[config.mk]
export PLATFORM = sky130hd
export DESIGN_NAME = vga_timing_gen
export DESIGN_NICKNAME = d
export VERILOG_FILES = /design/src/rtl/vga_timing_gen.sv
export SDC_FILE = /design/constraint.sdc
export NUM_CORES = 1
export LEC_CHECK = 0
export CORE_ASPECT_RATIO = 1.75
export CORE_UTILIZATION = 49
export DETAILED_ROUTE_END_ITERATION = 8
export PLACE_DENSITY_LB_ADDON = 0.1
export SLEW_MARGIN = 20
export SYNTH_ARGS = -nofsm -noshare
export SYNTH_HDL_FRONTEND = slang
export SYNTH_SLANG_ARGS = --single-unit
[constraint.sdc]
create_clock -name pixel_clk -period 2.2 [get_ports pixel_clk]
set_input_delay 0.33 -clock pixel_clk [delete_from_list [all_inputs] [get_ports pixel_clk]]
set_output_delay 0.33 -clock pixel_clk [all_outputs]
set_load 0.1 [all_outputs]
[src/rtl/vga_timing_gen.sv]
// Raster timing source: free-running h/v counters with registered sync, video window and
// frame/line markers, all decoded from the next-count values so they align with pixel_x/y.
module vga_timing_gen #(
  parameter int unsigned H_VISIBLE = 640,
  parameter int unsigned H_FP      = 16,
  parameter int unsigned H_SYNC    = 96,
  parameter int unsigned H_BP      = 48,
  parameter int unsigned V_VISIBLE = 480,
  parameter int unsigned V_FP      = 10,
  parameter int unsigned V_SYNC    = 2,
  parameter int unsigned V_BP      = 33,
  parameter bit          SYNC_POL  = 1'b0
) (
  input  logic        pixel_clk,
  input  logic        reset_n,
  input  logic        enable,
  output logic [9:0]  pixel_x,
  output logic [9:0]  pixel_y,
  output logic        hsync,
  output logic        vsync,
  output logic        video_on,
  output logic        frame_start,
  output logic        line_end,
  output logic [15:0] frame_count
);

  localparam int unsigned HTotal = H_VISIBLE + H_FP + H_SYNC + H_BP;
  localparam int unsigned VTotal = V_VISIBLE + V_FP + V_SYNC + V_BP;

  if (HTotal > 1024) begin : g_h_too_long
    $error("vga_timing_gen: H_TOTAL exceeds 1024");
  end
  if (VTotal > 1024) begin : g_v_too_long
    $error("vga_timing_gen: V_TOTAL exceeds 1024");
  end

  // 11-bit constants so an end bound of exactly 1024 still compares correctly.
  localparam logic [10:0] HLast      = 11'(HTotal - 1);
  localparam logic [10:0] VLast      = 11'(VTotal - 1);
  localparam logic [10:0] HVis       = 11'(H_VISIBLE);
  localparam logic [10:0] VVis       = 11'(V_VISIBLE);
  localparam logic [10:0] HSyncStart = 11'(H_VISIBLE + H_FP);
  localparam logic [10:0] HSyncEnd   = 11'(H_VISIBLE + H_FP + H_SYNC);
  localparam logic [10:0] VSyncStart = 11'(V_VISIBLE + V_FP);
  localparam logic [10:0] VSyncEnd   = 11'(V_VISIBLE + V_FP + V_SYNC);

  logic [9:0]  h_q, h_d, v_q, v_d;
  logic [15:0] fc_q, fc_d;
  logic        run_q, run_d;
  logic        hs_q, hs_d, vs_q, vs_d;
  logic        vo_q, vo_d, fs_q, fs_d, le_q, le_d;
  logic [10:0] hx, vx;

  assign hx = {1'b0, h_d};
  assign vx = {1'b0, v_d};

  always_comb begin
    h_d   = h_q;
    v_d   = v_q;
    fc_d  = fc_q;
    run_d = run_q;
    hs_d  = hs_q;
    vs_d  = vs_q;
    vo_d  = 1'b0;
    fs_d  = 1'b0;
    le_d  = 1'b0;
    if (enable) begin
      run_d = 1'b1;
      // The first enabled edge after reset presents (0,0) rather than advancing past it.
      if (run_q) begin
        if ({1'b0, h_q} == HLast) begin
          h_d = '0;
          if ({1'b0, v_q} == VLast) begin
            v_d  = '0;
            fc_d = fc_q + 16'd1;
          end else begin
            v_d = v_q + 10'd1;
          end
        end else begin
          h_d = h_q + 10'd1;
        end
      end
      hs_d = (hx >= HSyncStart && hx < HSyncEnd) ? SYNC_POL : !SYNC_POL;
      vs_d = (vx >= VSyncStart && vx < VSyncEnd) ? SYNC_POL : !SYNC_POL;
      vo_d = (hx < HVis) && (vx < VVis);
      fs_d = (h_d == '0) && (v_d == '0);
      le_d = (hx == HVis - 11'd1) && (vx < VVis);
    end
  end

  always_ff @(posedge pixel_clk) begin
    if (!reset_n) begin
      h_q   <= '0;
      v_q   <= '0;
      fc_q  <= '0;
      run_q <= 1'b0;
      hs_q  <= !SYNC_POL;
      vs_q  <= !SYNC_POL;
      vo_q  <= 1'b0;
      fs_q  <= 1'b0;
      le_q  <= 1'b0;
    end else begin
      h_q   <= h_d;
      v_q   <= v_d;
      fc_q  <= fc_d;
      run_q <= run_d;
      hs_q  <= hs_d;
      vs_q  <= vs_d;
      vo_q  <= vo_d;
      fs_q  <= fs_d;
      le_q  <= le_d;
    end
  end

  assign pixel_x     = h_q;
  assign pixel_y     = v_q;
  assign hsync       = hs_q;
  assign vsync       = vs_q;
  assign video_on    = vo_q;
  assign frame_start = fs_q;
  assign line_end    = le_q;
  assign frame_count = fc_q;

endmodule

== After elaboration in Yosys (flattened, before gate mapping) ==
Cells that the tools add are included.

* Word-level logic and storage cells: 41
* Register bits after elaboration: 42
* Bits of input ports: 3

* Reduce and logical (&&, ||, !) cells: 9
* Equality and inequality tests: 3
* Multiplexer cells: 11
* Add/sub/neg operators: 3
* Magnitude comparators: 6

{| class="wikitable"
|+ Operators by type and width
! operator !! count
|-
| two-way mux 10 bit || 9
|-
| == test 10 bit (second input constant) || 3
|-
| adder 10 x 1 -> 10 bit (second input constant) || 2
|-
| logical NOT 10 bit || 2
|-
| less-than comparator 10 bit (second input constant) || 2
|-
| less-than comparator 10 x 9 -> 1 bit (second input constant) || 2
|-
| adder 16 x 1 -> 16 bit (second input constant) || 1
|-
| >= comparator 10 bit (second input constant) || 1
|-
| >= comparator 10 x 9 -> 1 bit (second input constant) || 1
|-
| logical AND 1 bit || 5
|-
| AND reduction 4 bit || 1
|-
| two-way mux 1 bit || 2
|-
| AND reduction 2 bit || 1
|}

== Depth between registers and ports, before layout ==
* Word-level depth: 9
* Mapped depth: 10

== Worst setup path before layout ==
Ideal clock, no wire load.

* Kind: reg-to-reg
* Start: register h_q[1] (netlist: pixel_x[1])
* End: register vs_q (netlist: vsync)
* Path buffers: 2
* Required time: 2063 ps
* Cell stages (with the launch flop): 10
* Arrival: 3116 ps
* Clock period less this slack: 3253 ps
* Setup slack: -1053 ps
* Path through: dfxtp_1 ha_1 clkbuf_1 and4b_1 and4_1 buf_4 nand2_2 or4_1 a311oi_2 a31oi_1

* Cells in the longest elaborated chain, start to end: 8
* Elaborated cells on any way between the ends: 9

{| class="wikitable"
|+ Ends and longest elaborated chain
! element !! RTL line !! text
|-
| start, declared || 47 || <nowiki>logic [9:0] h_q, h_d, v_q, v_d;</nowiki>
|-
| start signal, assigned || 93 || <nowiki>h_q <= '0;</nowiki>
|-
| start signal, assigned || 103 || <nowiki>h_q <= h_d;</nowiki>
|-
| == test 10 bit * || 71 || <nowiki>if ({1'b0, h_q} == HLast) begin</nowiki>
|-
| two-way mux 10 bit * || 71 ||
|-
| two-way mux 10 bit * || 70 || <nowiki>if (run_q) begin</nowiki>
|-
| two-way mux 10 bit * (2 in a row) || 67 || <nowiki>if (enable) begin</nowiki>
|-
| >= comparator 10 x 9 -> 1 bit / less-than comparator 10 x 9 -> 1 bit (equally long branches) || 84 || <nowiki>vs_d = (vx >= VSyncStart && vx < VSyncEnd) ? SYNC_POL : !SYNC_POL;</nowiki>
|-
| logical AND 1 bit * || 84 ||
|-
| two-way mux 1 bit * || 84 ||
|-
| end signal, assigned || 98 || <nowiki>vs_q <= !SYNC_POL;</nowiki>
|-
| end signal, assigned || 108 || <nowiki>vs_q <= vs_d;</nowiki>
|-
| end, declared || 50 || <nowiki>logic hs_q, hs_d, vs_q, vs_d;</nowiki>
|}

Every way passes the cells marked *; elsewhere a longest branch is shown, timed or not. The select of a mux whose other input is x is not followed.
A chain may end at the register's enable or synchronous reset.

== Final worst setup path ==
* Start: register v_q[0] (netlist: pixel_y[0])
* End: register fc_q[14] (netlist: frame_count[14])

* Cells in the longest elaborated chain, start to end: 2

{| class="wikitable"
|+ Ends and longest elaborated chain
! element !! RTL line !! text
|-
| start, declared || 47 ||
|-
| start signal, assigned || 104 || <nowiki>v_q <= v_d;</nowiki>
|-
| == test 10 bit || 73 || <nowiki>if ({1'b0, v_q} == VLast) begin</nowiki>
|-
| AND reduction 4 bit (no source line) || n/a ||
|-
| end signal, assigned || 95 || <nowiki>fc_q <= '0;</nowiki>
|-
| end signal, assigned || 105 || <nowiki>fc_q <= fc_d;</nowiki>
|-
| end, declared || 48 || <nowiki>logic [15:0] fc_q, fc_d;</nowiki>
|}

No other way between the ends.

==> impl_metrics.sql <==
INSERT INTO impl_metrics (metric_group, metric, value, unit) VALUES
('cts', 'cts_tree', 'yes', ''),
('detailed_routing', 'routed_length_on_met3', '284', 'um'),
('cells_and_area', 'nNetsFinal', '427', ''),
('critical_path', 'crit_fanout', '5', ''),
('timing', 'timing.final.max_slew_violations', '0', ''),
('placement', 'detailedPlacementHpwl', '5911', 'um'),
('timing', 'setup-violations-final', '11', ''),
('floorplan', 'ioPinCount', '44', ''),
('timing', 'setup_ws', '-0.1093', 'ns'),
('synthesis', 'post_synthesis_xor_xnor_area_fraction', '8.626', '%'),
('detailed_routing', 'drt-initial-drc-count', '113', ''),
('detailed_routing', 'dr_total_vias', '2820', ''),
('cells_and_area', 'num_antenna_cells', '0', ''),
('floorplan', 'core', '5343', 'um^2'),
('synthesis', 'portion_of_the_post_synthesis_area_used_by_sequential_elements', '30.67', '%'),
('global_routing', 'globalRouteOverflowTotal', '0', ''),
('synthesis', 'syn_nets', '353', ''),
('synthesis', 'asyncSetResetFlopFracSynth', '0', '%'),
('global_routing', 'grt_pass1_vias', '2736', ''),
('synthesis', 'netlist.top_cell.by_area', 'dfxtp_1', ''),
('detailed_routing', 'wl_met1', '3122', 'um'),
('cells_and_area', 'register_area', '892.1', 'um^2'),
('cells_and_area', 'fill_cells', '488', ''),
('power', 'power_leakage', '1.517', 'nW'),
('cts', 'clk_transition_reported_paths', '0.08', 'ns'),
('detailed_routing', 'firstDrtPassIters', '4', ''),
('timing', 'max_slew_margin', '61.61', '%'),
('timing', 'fmax', '0.4330', 'GHz'),
('global_routing', 'global_route.usage.total', '28.07', '%'),
('timing', 'finalHoldViolCount', '0', ''),
('outcome', 'failed_checks', 'setup timing', ''),
('synthesis', 'synth.cell_area', '2741', 'um^2'),
('critical_path', 'critical-path-slowest-cell', 'or4b_4', ''),
('outcome', 'outcome', 'finished with violations', ''),
('cells_and_area', 'multiInputGateArea', '1831', 'um^2'),
('synthesis', 'synth.top_cell.area_share', '30.67', '%'),
('cts', 'hold_buffers', '0', ''),
('synthesis', 'synth_area_per_cell', '7.923', 'um^2'),
('global_routing', 'grt_max_degree', '39', ''),
('synthesis', 'number_of_synthesized_flops_with_an_enable_pin', '0', ''),
('cts', 'numClockSinks', '42', ''),
('power', 'vdd.ir_drop.worst', '0.0003216', 'V'),
('placement', 'numPortBuffers', '43', ''),
('critical_path', 'max_stage_delay', '0.50', 'ns'),
('detailed_routing', 'detailroute.wirelength.met2', '4158', 'um'),
('cts', 'worst_skew_pair.late_latency', '0.30', 'ns'),
('hold_path', 'worst_hold_path.num_cells', '2', ''),
('synthesis', 'synth.area.top_cells', 'dfxtp_1 (31%), and2_1 (5.5%), nand2_1 (5.3%), xnor2_1 (5.1%), xor2_1 (3.5%)', ''),
('hold_path', 'hold_path.startpoint', 'frame_count[7]', ''),
('hold_path', 'timing.hold.worst.class', 'reg2reg', ''),
('synthesis', 'synth_simple_gate_area_share', '36.92', '%'),
('timing', 'tightest_slew', '0.5739', 'ns'),
('detailed_routing', 'drt_drc', '0', ''),
('synthesis', 'ys.warnings.count', '0', ''),
('critical_path', 'startpoint_type', 'flop', ''),
('cts', 'clock_tree.root_cell', 'clkbuf_8', ''),
('cts', 'ctsLongestPathBuffers', '2', ''),
('run', 'maxCapViolCount', '0', ''),
('synthesis', 'synth_fa_ha_area_share', '1.826', '%'),
('synthesis', 'ys_types', '61', ''),
('critical_path', 'r2r.worst_path.cells', '9', ''),
('synthesis', 'synth_area_in_compound_gates', '15.79', '%'),
('global_routing', 'grt_pass1_wl', '12690', 'um'),
('timing', 'period_share', '105.0', '%'),
('cells_and_area', 'post_route_cells_drive_above_1_share', '37.29', '%'),
('floorplan', 'floorplan.die.width', '58.54', 'um'),
('cts', 'htreeDepth', '2', ''),
('floorplan', 'die_h', '100.9', 'um'),
('critical_path', 'reg2reg_setup_slack', '-0.11', 'ns'),
('global_routing', 'antenna_violations_before_repair', '0', ''),
('timing', 'final.setup_skew', '0.01356', 'ns');
==> how the worst max path moves through the flow <==
stage	startpoint	to	slack, ns	cells after the start
finish	pixel_y[0]	frame_count[14]	-0.11	9
global route	pixel_y[0]	line_end	-0.17	8
floorplan	pixel_x[1]	vsync	-0.32	9
global placement	enable	vsync	-0.12	7
detailed placement	enable	line_end	-0.17	8
CTS	pixel_y[0]	frame_count[2]	-0.14	9
==> metal layers <==
metal | track usage (%) | vias up
li1 | - | 1375
met1 | 31.15 | 1322
met2 | 49.60 | 95
met3 | 3.723 | 28
met4 | 16.48 | 0
met5 | 0 | -
==> per-stage QoR <==
stage	total power [mW]	TNS [ns]	util, %	area, um^2	hold slack [ns]
after floorplan	0.8418	-2.550	-	2849	0.5473
after global placement	0.8744	-0.5689	64.71	3457	0.4885
after detailed placement	0.8751	-1.197	64.71	3457	0.4963
after CTS	1.406	-1.105	67.59	3611	0.5123
after global routing	1.440	-1.514	68.88	3680	0.5443
final	1.390	-0.6114	68.88	3680	0.5112
==> tightest hold or removal path: stages, from the launching register on <==
cell,delay (ns)
dfxtp_2,0.35
o21ai_0,0.07
a21boi_1,0.06
==> synth_stat cells, types with 5 or more instances <==
master    count
and3_1        5
a31oi_1       8
a21boi_0      7
xor2_1       11
nand3_1      15
dfxtp_1      42
or3_1         6
nand4_1      10
and4_1        6
nor3_1       10
a21oi_1      13
o21ai_0      13
xnor2_1      16
buf_2         5
and2_1       24
clkbuf_1     20
nand2_1      39
nor2_1       22
inv_1         7
nor2b_1       6
==> cells by family (layout without fill, tap and decap cells) <==
kind of cell | count (synthesis) | after routing
AOI/OAI and AO/OA | 65 | 65
DFF | 42 | 42
muxes | 1 | 1
adders and majority gates | 4 | 4
buffers and inverters | 36 | 111
and+or+nand+nor | 171 | 171
xor gates and xnor gates | 27 | 27
==> where the power goes <==
group / internal, mW / switching [mW]
logic: 0.0352 / 0.0624
registers: 0.754 / 0.00532
clock network: 0.254 / 0.279
==> layout make-up <==
| type | count | share of cell area (%) |
|---|---|---|
| sequential | 42 | 24.24 |
| timing repair buffer | 96 | 20.23 |
| clock buffer | 6 | 2.244 |
| tap | 74 | 2.516 |
| clock inverter | 2 | 0.3060 |
| inverter | 7 | 0.7140 |
| multi-input combinational | 268 | 49.75 |
==> timing repair <==
| item | 4_1_cts | 5_1_grt |
|---|---|---|
| endpoints found under the setup margin | 15 | 21 |
| resized for setup | 5 | 17 |
| buffers inserted | 5 | 1 |
| pin swaps | 7 | 12 |
==> flip-flops by register name, summed over array words and instances, names as in the netlist <==
| signal | count |
|---|---|
| frame_start | 1 |
| line_end | 1 |
| video_on | 1 |
| run_q | 1 |
| hsync | 1 |
| pixel_y | 10 |
| vsync | 1 |
| pixel_x | 10 |
| frame_count | 16 |
No activity file was read; power rests on OpenSTA's default activity.
